### config.mk
export PLATFORM = sky130hd
export DESIGN_NAME = sparc_exu_ecl_divseq
export DESIGN_NICKNAME = d
export VERILOG_FILES = /design/src/rtl/sparc_exu_ecl_divseq_pkg.sv /design/src/rtl/sparc_exu_ecl_cnt6.sv /design/src/rtl/sparc_exu_ecl_divseq.sv
export SDC_FILE = /design/constraint.sdc
export NUM_CORES = 1
export LEC_CHECK = 0
export CAP_MARGIN = 15
export CORE_MARGIN = 8
export CORE_UTILIZATION = 35
export DETAILED_ROUTE_END_ITERATION = 10
export DONT_BUFFER_PORTS = 1
export HOLD_SLACK_MARGIN = 0.15
export PLACE_DENSITY = 0.57
export SYNTH_ARGS = -nofsm -noshare
export SYNTH_HDL_FRONTEND = slang
export SYNTH_SLANG_ARGS = --single-unit
### constraint.sdc
create_clock -name clk -period 1.76 [get_ports clk]
set_input_delay 0.176 -clock clk [delete_from_list [all_inputs] [get_ports clk]]
set_output_delay 0.176 -clock clk [all_outputs]
set_load 0.02 [all_outputs]
### src/rtl/sparc_exu_ecl_divseq_pkg.sv
// rtl/sparc_exu_ecl_divseq_pkg.sv - shared state encoding and defaults for the divide sequencer
package sparc_exu_ecl_divseq_pkg;

    typedef enum logic [2:0] {
        IDLE = 3'd0,
        INIT = 3'd1,
        RUN  = 3'd2,
        FIX  = 3'd3,
        DONE = 3'd4
    } div_state_e;

    localparam int DIV_ITER_DEF = 64;

endpackage

### src/rtl/sparc_exu_ecl_cnt6.sv
// rtl/sparc_exu_ecl_cnt6.sv - 6-bit iteration counter with synchronous clear and shadow load
module sparc_exu_ecl_cnt6 (
    input  logic       clk,
    input  logic       se,
    input  logic       reset,
    input  logic       shadow_ld,
    input  logic [5:0] shadow_din,
    output logic [5:0] cnt
);

    // No async reset on these flops: the owner holds reset high whenever the count is meaningless.
    // Scan shifting freezes the functional increment.
    always_ff @(posedge clk) begin
        if (reset) begin
            cnt <= 6'd0;
        end else if (shadow_ld) begin
            cnt <= shadow_din;
        end else if (!se) begin
            cnt <= cnt + 6'd1;
        end
    end

endmodule

### src/rtl/sparc_exu_ecl_divseq.sv
// rtl/sparc_exu_ecl_divseq.sv - init/iterate/fix/done sequencer for the EXU integer divider
module sparc_exu_ecl_divseq
    import sparc_exu_ecl_divseq_pkg::*;
#(
    parameter int ITER  = DIV_ITER_DEF,
    parameter int TID_W = 2
) (
    input  logic             clk,
    input  logic             arst_l,
    input  logic             se,
    input  logic             div_req,
    input  logic [TID_W-1:0] div_tid,
    input  logic             div_signed,
    input  logic             div_kill,
    input  logic [TID_W-1:0] kill_tid,
    input  logic             wb_ack,
    output logic             div_ack,
    output logic             div_busy,
    output logic             dp_init,
    output logic             dp_iter,
    output logic             dp_fix,
    output logic             iter_last,
    output logic [5:0]       cnt,
    output logic             div_done,
    output logic [TID_W-1:0] done_tid
);

    localparam logic [5:0] LAST_IDX = 6'(ITER - 1);

    div_state_e       state;
    div_state_e       nxt;
    logic [TID_W-1:0] cur_tid;
    logic             sgn;
    logic [5:0]       cnt_raw;
    logic             cnt_clr;
    logic             kill_hit;

    // Held in clear outside RUN, so entry to RUN always starts at index 0 and the
    // wrap after the final iteration is never visible.
    assign cnt_clr = (state != RUN) | ~arst_l;

    sparc_exu_ecl_cnt6 u_cnt (
        .clk        (clk),
        .se         (se),
        .reset      (cnt_clr),
        .shadow_ld  (1'b0),
        .shadow_din (6'd0),
        .cnt        (cnt_raw)
    );

    assign kill_hit  = div_kill & (kill_tid == cur_tid);
    assign div_ack   = arst_l & (state == IDLE) & div_req & ~(div_kill & (kill_tid == div_tid));
    assign cnt       = (state == RUN) ? cnt_raw : 6'd0;
    assign iter_last = (state == RUN) & (cnt_raw == LAST_IDX);

    always_comb begin
        nxt = state;
        case (state)
            IDLE: if (div_ack) nxt = INIT;
            INIT: nxt = kill_hit ? IDLE : RUN;
            RUN: begin
                if (kill_hit) begin
                    nxt = IDLE;
                end else if (cnt_raw == LAST_IDX) begin
                    nxt = sgn ? FIX : DONE;
                end
            end
            FIX:  nxt = kill_hit ? IDLE : DONE;
            // wb_ack and a kill both lead to IDLE; the result counts as consumed either way.
            DONE: if (wb_ack | kill_hit) nxt = IDLE;
            default: nxt = IDLE;
        endcase
    end

    // Outputs are decoded from the next state so they line up with the state register.
    always_ff @(posedge clk or negedge arst_l) begin
        if (!arst_l) begin
            state    <= IDLE;
            cur_tid  <= '0;
            sgn      <= 1'b0;
            div_busy <= 1'b0;
            dp_init  <= 1'b0;
            dp_iter  <= 1'b0;
            dp_fix   <= 1'b0;
            div_done <= 1'b0;
            done_tid <= '0;
        end else begin
            state <= nxt;
            if (div_ack) begin
                cur_tid <= div_tid;
                sgn     <= div_signed;
            end
            div_busy <= (nxt != IDLE);
            dp_init  <= (nxt == INIT);
            dp_iter  <= (nxt == RUN);
            dp_fix   <= (nxt == FIX);
            div_done <= (nxt == DONE);
            done_tid <= (nxt == DONE) ? cur_tid : '0;
        end
    end

endmodule

# [After elaboration in Yosys (flattened, before gate mapping)]
# Index checks and enable logic that the tools add are counted.
[op_classes] mux=10 reduce_logical=2 n_bitwise=10 add_sub_neg=1 eq_ne=12
[op_table] op="two-way mux 3 bit" count=6
[op_table] op="one-hot mux 3 bit (5 select lines)" count=1
[op_table] op="equality test 3 x 2 -> 1 bit, second input constant" count=4
[op_table] op="adder 6 x 1 -> 6 bit, second input constant" count=1
[op_table] op="bitwise AND 1 bit" count=6
[op_table] op="equality test 3 x 1 -> 1 bit, second input constant" count=2
[op_table] op="equality test 3 bit, second input constant" count=2
[op_table] op="equality test 6 bit, second input constant" count=1
[op_table] op="two-way mux 6 bit" count=1
[op_table] op="equality test 2 bit" count=2
[op_table] op="two-way mux 2 bit" count=2
[op_table] op="logical NOT 3 bit" count=1
[op_table] op="inequality test 3 x 2 -> 1 bit, second input constant" count=1
[op_table] op="nonzero test 3 bit" count=1
[op_table] op="inverter 1 bit" count=2
[op_table] op="OR 1 bit" count=2
[word_totals] elab_cells=45 register_bits=19 out_inout_bits=15 in_bits=11

# [Depth between registers and ports, before layout]
[depth] depth_word=8 mapped_depth=5 depth_no_buf=5

# [Cells and area by module]
# From an unflattened synthesis, not the netlist that was laid out.
[unflattened] hier_cells=91 hier_area_um2=927.1
[modules_own_cells] mod="sparc_exu_ecl_divseq" seq_area_each_um2=325.3 n_inst=1 area_per_inst_um2=621.8 cells_each=57
[modules_own_cells] mod="sparc_exu_ecl_cnt6" seq_area_each_um2=120.1 n_inst=1 area_per_inst_um2=305.3 cells_each=34

# [Worst setup path after synthesis]
# OpenSTA, ideal clock, no wires.
[synth_path] path_kind="flip-flop to flip-flop" start="register u_cnt.cnt[0]" end="register div_busy" n_path_buf=0 setup_time_ns=0.139 required_ns=1.621 path_slack_ns=0.016 stages_incl_launch_ff=6 t_arrival_ns=1.605 period_less_slack_ns=1.744 path_cell_list="dfxtp_1 > ha_1 > and4_4 > and4_4 > and3_4 > or4b_4"
[synth_via] elab_chain_len=5
[synth_rtl] item="from (decl)" line_no="sparc_exu_ecl_cnt6.sv:8" source="output logic [5:0] cnt"
[synth_rtl] item="from (signal assigned)" line_no="sparc_exu_ecl_cnt6.sv:17" source="cnt <= shadow_din;"
[synth_rtl] item="from (signal assigned)" line_no="sparc_exu_ecl_cnt6.sv:19" source="cnt <= cnt + 6'd1;"
[synth_rtl] item="equality test 6 bit" line_no="sparc_exu_ecl_divseq.sv:64" source="end else if (cnt_raw == LAST_IDX) begin"
[synth_rtl] item="two-way mux 3 bit" line_no="sparc_exu_ecl_divseq.sv:64"
[synth_rtl] item="two-way mux 3 bit" line_no="sparc_exu_ecl_divseq.sv:62" source="if (kill_hit) begin"
[synth_rtl] item="one-hot mux 3 bit (5 select lines)" line_no="sparc_exu_ecl_divseq.sv:58" source="case (state)"
[synth_rtl] item="nonzero test 3 bit" line_no="sparc_exu_ecl_divseq.sv:93" source="div_busy <= (nxt != IDLE);"
[synth_rtl] item="to (signal assigned)" line_no="sparc_exu_ecl_divseq.sv:93"
[synth_rtl] item="to (decl)" line_no="sparc_exu_ecl_divseq.sv:18" source="output logic div_busy,"
# No other way between the ends.
# A chain may end at the register's enable or synchronous reset.

# [Worst setup path in the final report]
# Same ends and word-level chain as after synthesis.

==> metrics.yaml <==
sta:
  min_period_ns: 1.72
  max_slew.worst_pin.slew_ns: 0.576
  finalSetupTns_ns: 0
  rsz0062_at_grt: "no"
  maxSlewViolCount: 0
  fmax_mhz: 582
  slew_headroom: 0.615
  timing.final.crit_share: 0.976
  fin_worst_skew_ns: 0.00154
  final_hold_viol_count: 0
  setup_viol: 0
floorplanning:
  die_height_um: 66.3
  die-area_um2: 4400
  ios: 26
  num_rows: 18
  die_w_um: 66.3
  initial_utilization: 0.365
  core_area_um2: 2430
clock_network:
  clkSinkCount: 19
  clock_latency_ns: 0.29
  cts.reportedPaths.clkPinSlew_ns: 0.11
  clockRootBuffer: "clkbuf_4"
  ctsHtreeMaxLevel: 1
  cts_made_buffers: 3
  cts_tree: "done"
  cts_buffer_depth: 2
setup_path:
  rr_endpoint: "div_busy"
  crit_start: "u_cnt.cnt[0]"
  path_class: "flip-flop to flip-flop"
  crit_chain: "ha_2 > and4_4 > and4_4 > and3_4 > or4b_4"
  path_max_fanout: 4
  cp_slowest_cell: "or4b_4"
  crit_top_cell: "and4_4"
  arrival_ns: 1.89
  required_ns: 1.94
  r2r_setup_slack_ns: 0.04
  endpoint_kind: "flip-flop"
  r2r_start: "u_cnt.cnt[0]"
  r2r_cells: 5
  cp-start-kind: "flip-flop"
  max_stage_delay_ns: 0.50
routing:
  drc: 0
  vias_per_cell: 5.19
  ant_nets: 0
  wl_per_cell_um: 15.5
  drtIter0Drc: 17
  vias: 675
  routed_wl_mm: 2.01
  dr.pass1.iters: 4
pwr:
  p_per_area_nw_per_um2: 1080
  p_leak_nw: 0.499
  vdd_drop_max_uv: 491
logic_synthesis:
  post-synth-top-count-cell: "dfrtp_1"
  synthDistinctLibCells: 34
  synth-edff-count: 0
  synth_area_um2: 887
  synth_warnings: 0
  postSynthCellCount: 78
  synthArstFlopShare: 0.684
  synth.area.top_cells: "dfrtp_1, dfxtp_1, xnor2_1"
  synthFlopType: "dfrtp_1"
  ys_ff_latch: 19
  yosysSeqAreaShare: 0.502
  netlist.area_leader.share: 0.367
  synthTopCellsByCount: "dfrtp_1, dfxtp_1, and3_1, nor2_1, xnor2_1"
  syn_nets: 90
  syn-mean-instance-area_um2: 11.4
  synth_area_leader_cell: "dfrtp_1"
layout:
  final_nets: 113
  antenna_cells: 0
  multi_input_area_um2: 438
  synthToLayoutAreaGrowth_pct: 25.4
  seqCellArea_um2: 445
  drive_above_1_share: 0.260
  num-fill-cells: 240
  fin_util: 0.457
placement:
  place_congestion: 0.763
  dp_hpwl_mm: 1.53
  io_buffers: 0
outcome:
  status: "completed"
grt:
  antenna_found_initial: 0
  grtUsageTotal: 0.0992
  overflow: 0
  grt_pass1_vias: 691
  grt_pass1_wl_mm: 3.33
  grt_max_degree: 14
min_path:
  hp-start: "se"
  hp-class: "input port to flip-flop"
  min_path_cells: 3
  whs_endpoint: "u_cnt.cnt[4]"
flow_run:
  drv_cap: 0
cell families (layout without fill, tap and decap cells):
logic type	count (synthesis)	in the layout	synth area share
AND/OR/NAND/NOR	34	34	0.260
buffers and inverters	2	24	0.0127
multiplexers	4	4	0.0494
adder cells (fa/ha/maj)	1	1	0.0141
flip-flops	19	19	0.502
AO/OA/AOI/OAI	10	10	0.0832
XOR/XNOR	8	8	0.0790
routing by layer:
layer / global-route usage / share of wire
met1: 0.124 / 0.43
met2: 0.150 / 0.47
met3: 0.0373 / 0.094
met4: 0.0400 / 0.0050
met5: 0 / 0
worst max-delay path, delay by kind of cell, from the launching register on:
kind	cells	cell delay, ns
adder cells (fa/ha/maj)	1	0.20
AND/OR/NAND/NOR	4	1.07
flip-flops	1	0.33
cells in the final DEF, fill, tap and decap left out, types with 2 or more instances in the layout:
master	count
dlygate4sd3_1	7
xnor2_1	5
a21oi_1	3
dfxtp_1	6
and4_4	2
and2_1	2
nand4b_1	3
xor2_1	3
nor2b_1	3
a31oi_1	2
and3_1	5
nand3_1	3
dfrtp_1	13
nor2_1	5
clkbuf_4	3
buf_4	12
mux2_1	3
how the worst max path moves through the flow:
stage	to	slack, ns	depth (start not counted)
CTS	div_busy	0.02	5
global route	div_busy	0.01	5
detailed placement	div_busy	0.03	5
finish	div_busy	0.04	5
global placement	div_busy	0.06	5
floorplan	div_busy	0.02	5
flip-flops by register name, indices dropped and copies added (netlist names):
| register | flops |
|---|---|
| done_tid | 2 |
| dp_fix | 1 |
| sgn | 1 |
| dp_init | 1 |
| div_busy | 1 |
| dp_iter | 1 |
| u_cnt.cnt | 6 |
| cur_tid | 2 |
| div_done | 1 |
| state | 3 |
per-stage QoR:
stage	std cells	power (mW)	area, µm²	hold WS [ns]	worst slack [ns]
after floorplan	78	0.844	887	-0.120	0.0160
after global placement	116	0.928	985	-0.119	0.0550
after detailed placement	116	0.935	985	-0.119	0.0276
after CTS	128	1.19	1090	0.156	0.0155
after global routing	130	1.29	1110	0.156	0.0119
final	130	1.20	1110	0.153	0.0430
cell type report:
| cell class | count | area share |
|---|---|---|
| Clock inverter | 1 | 0.00450 |
| Tap cell | 30 | 0.0337 |
| Clock buffer | 3 | 0.0202 |
| Sequential cell | 19 | 0.400 |
| Multi-Input combinational cell | 57 | 0.394 |
| Inverter | 1 | 0.00337 |
| Timing Repair Buffer | 19 | 0.144 |
power by group:
part / switching [mW] / leakage, nW / internal, mW
combinational: 0.155 / 0.263 / 0.184
clock: 0.140 / 0.0177 / 0.0845
sequential: 0.112 / 0.218 / 0.523
timing repair:
| item | in CTS | in global routing |
|---|---|---|
| resized for setup | 1 | 1 |
| pin swaps | 0 | 3 |
| buffers inserted | 1 | 2 |
| hold buffers | 7 | 0 |
| setup endpoints to repair | 1 | 2 |
| endpoints found under the hold margin | 20 | 0 |
(Power assumes the default switching activity.)
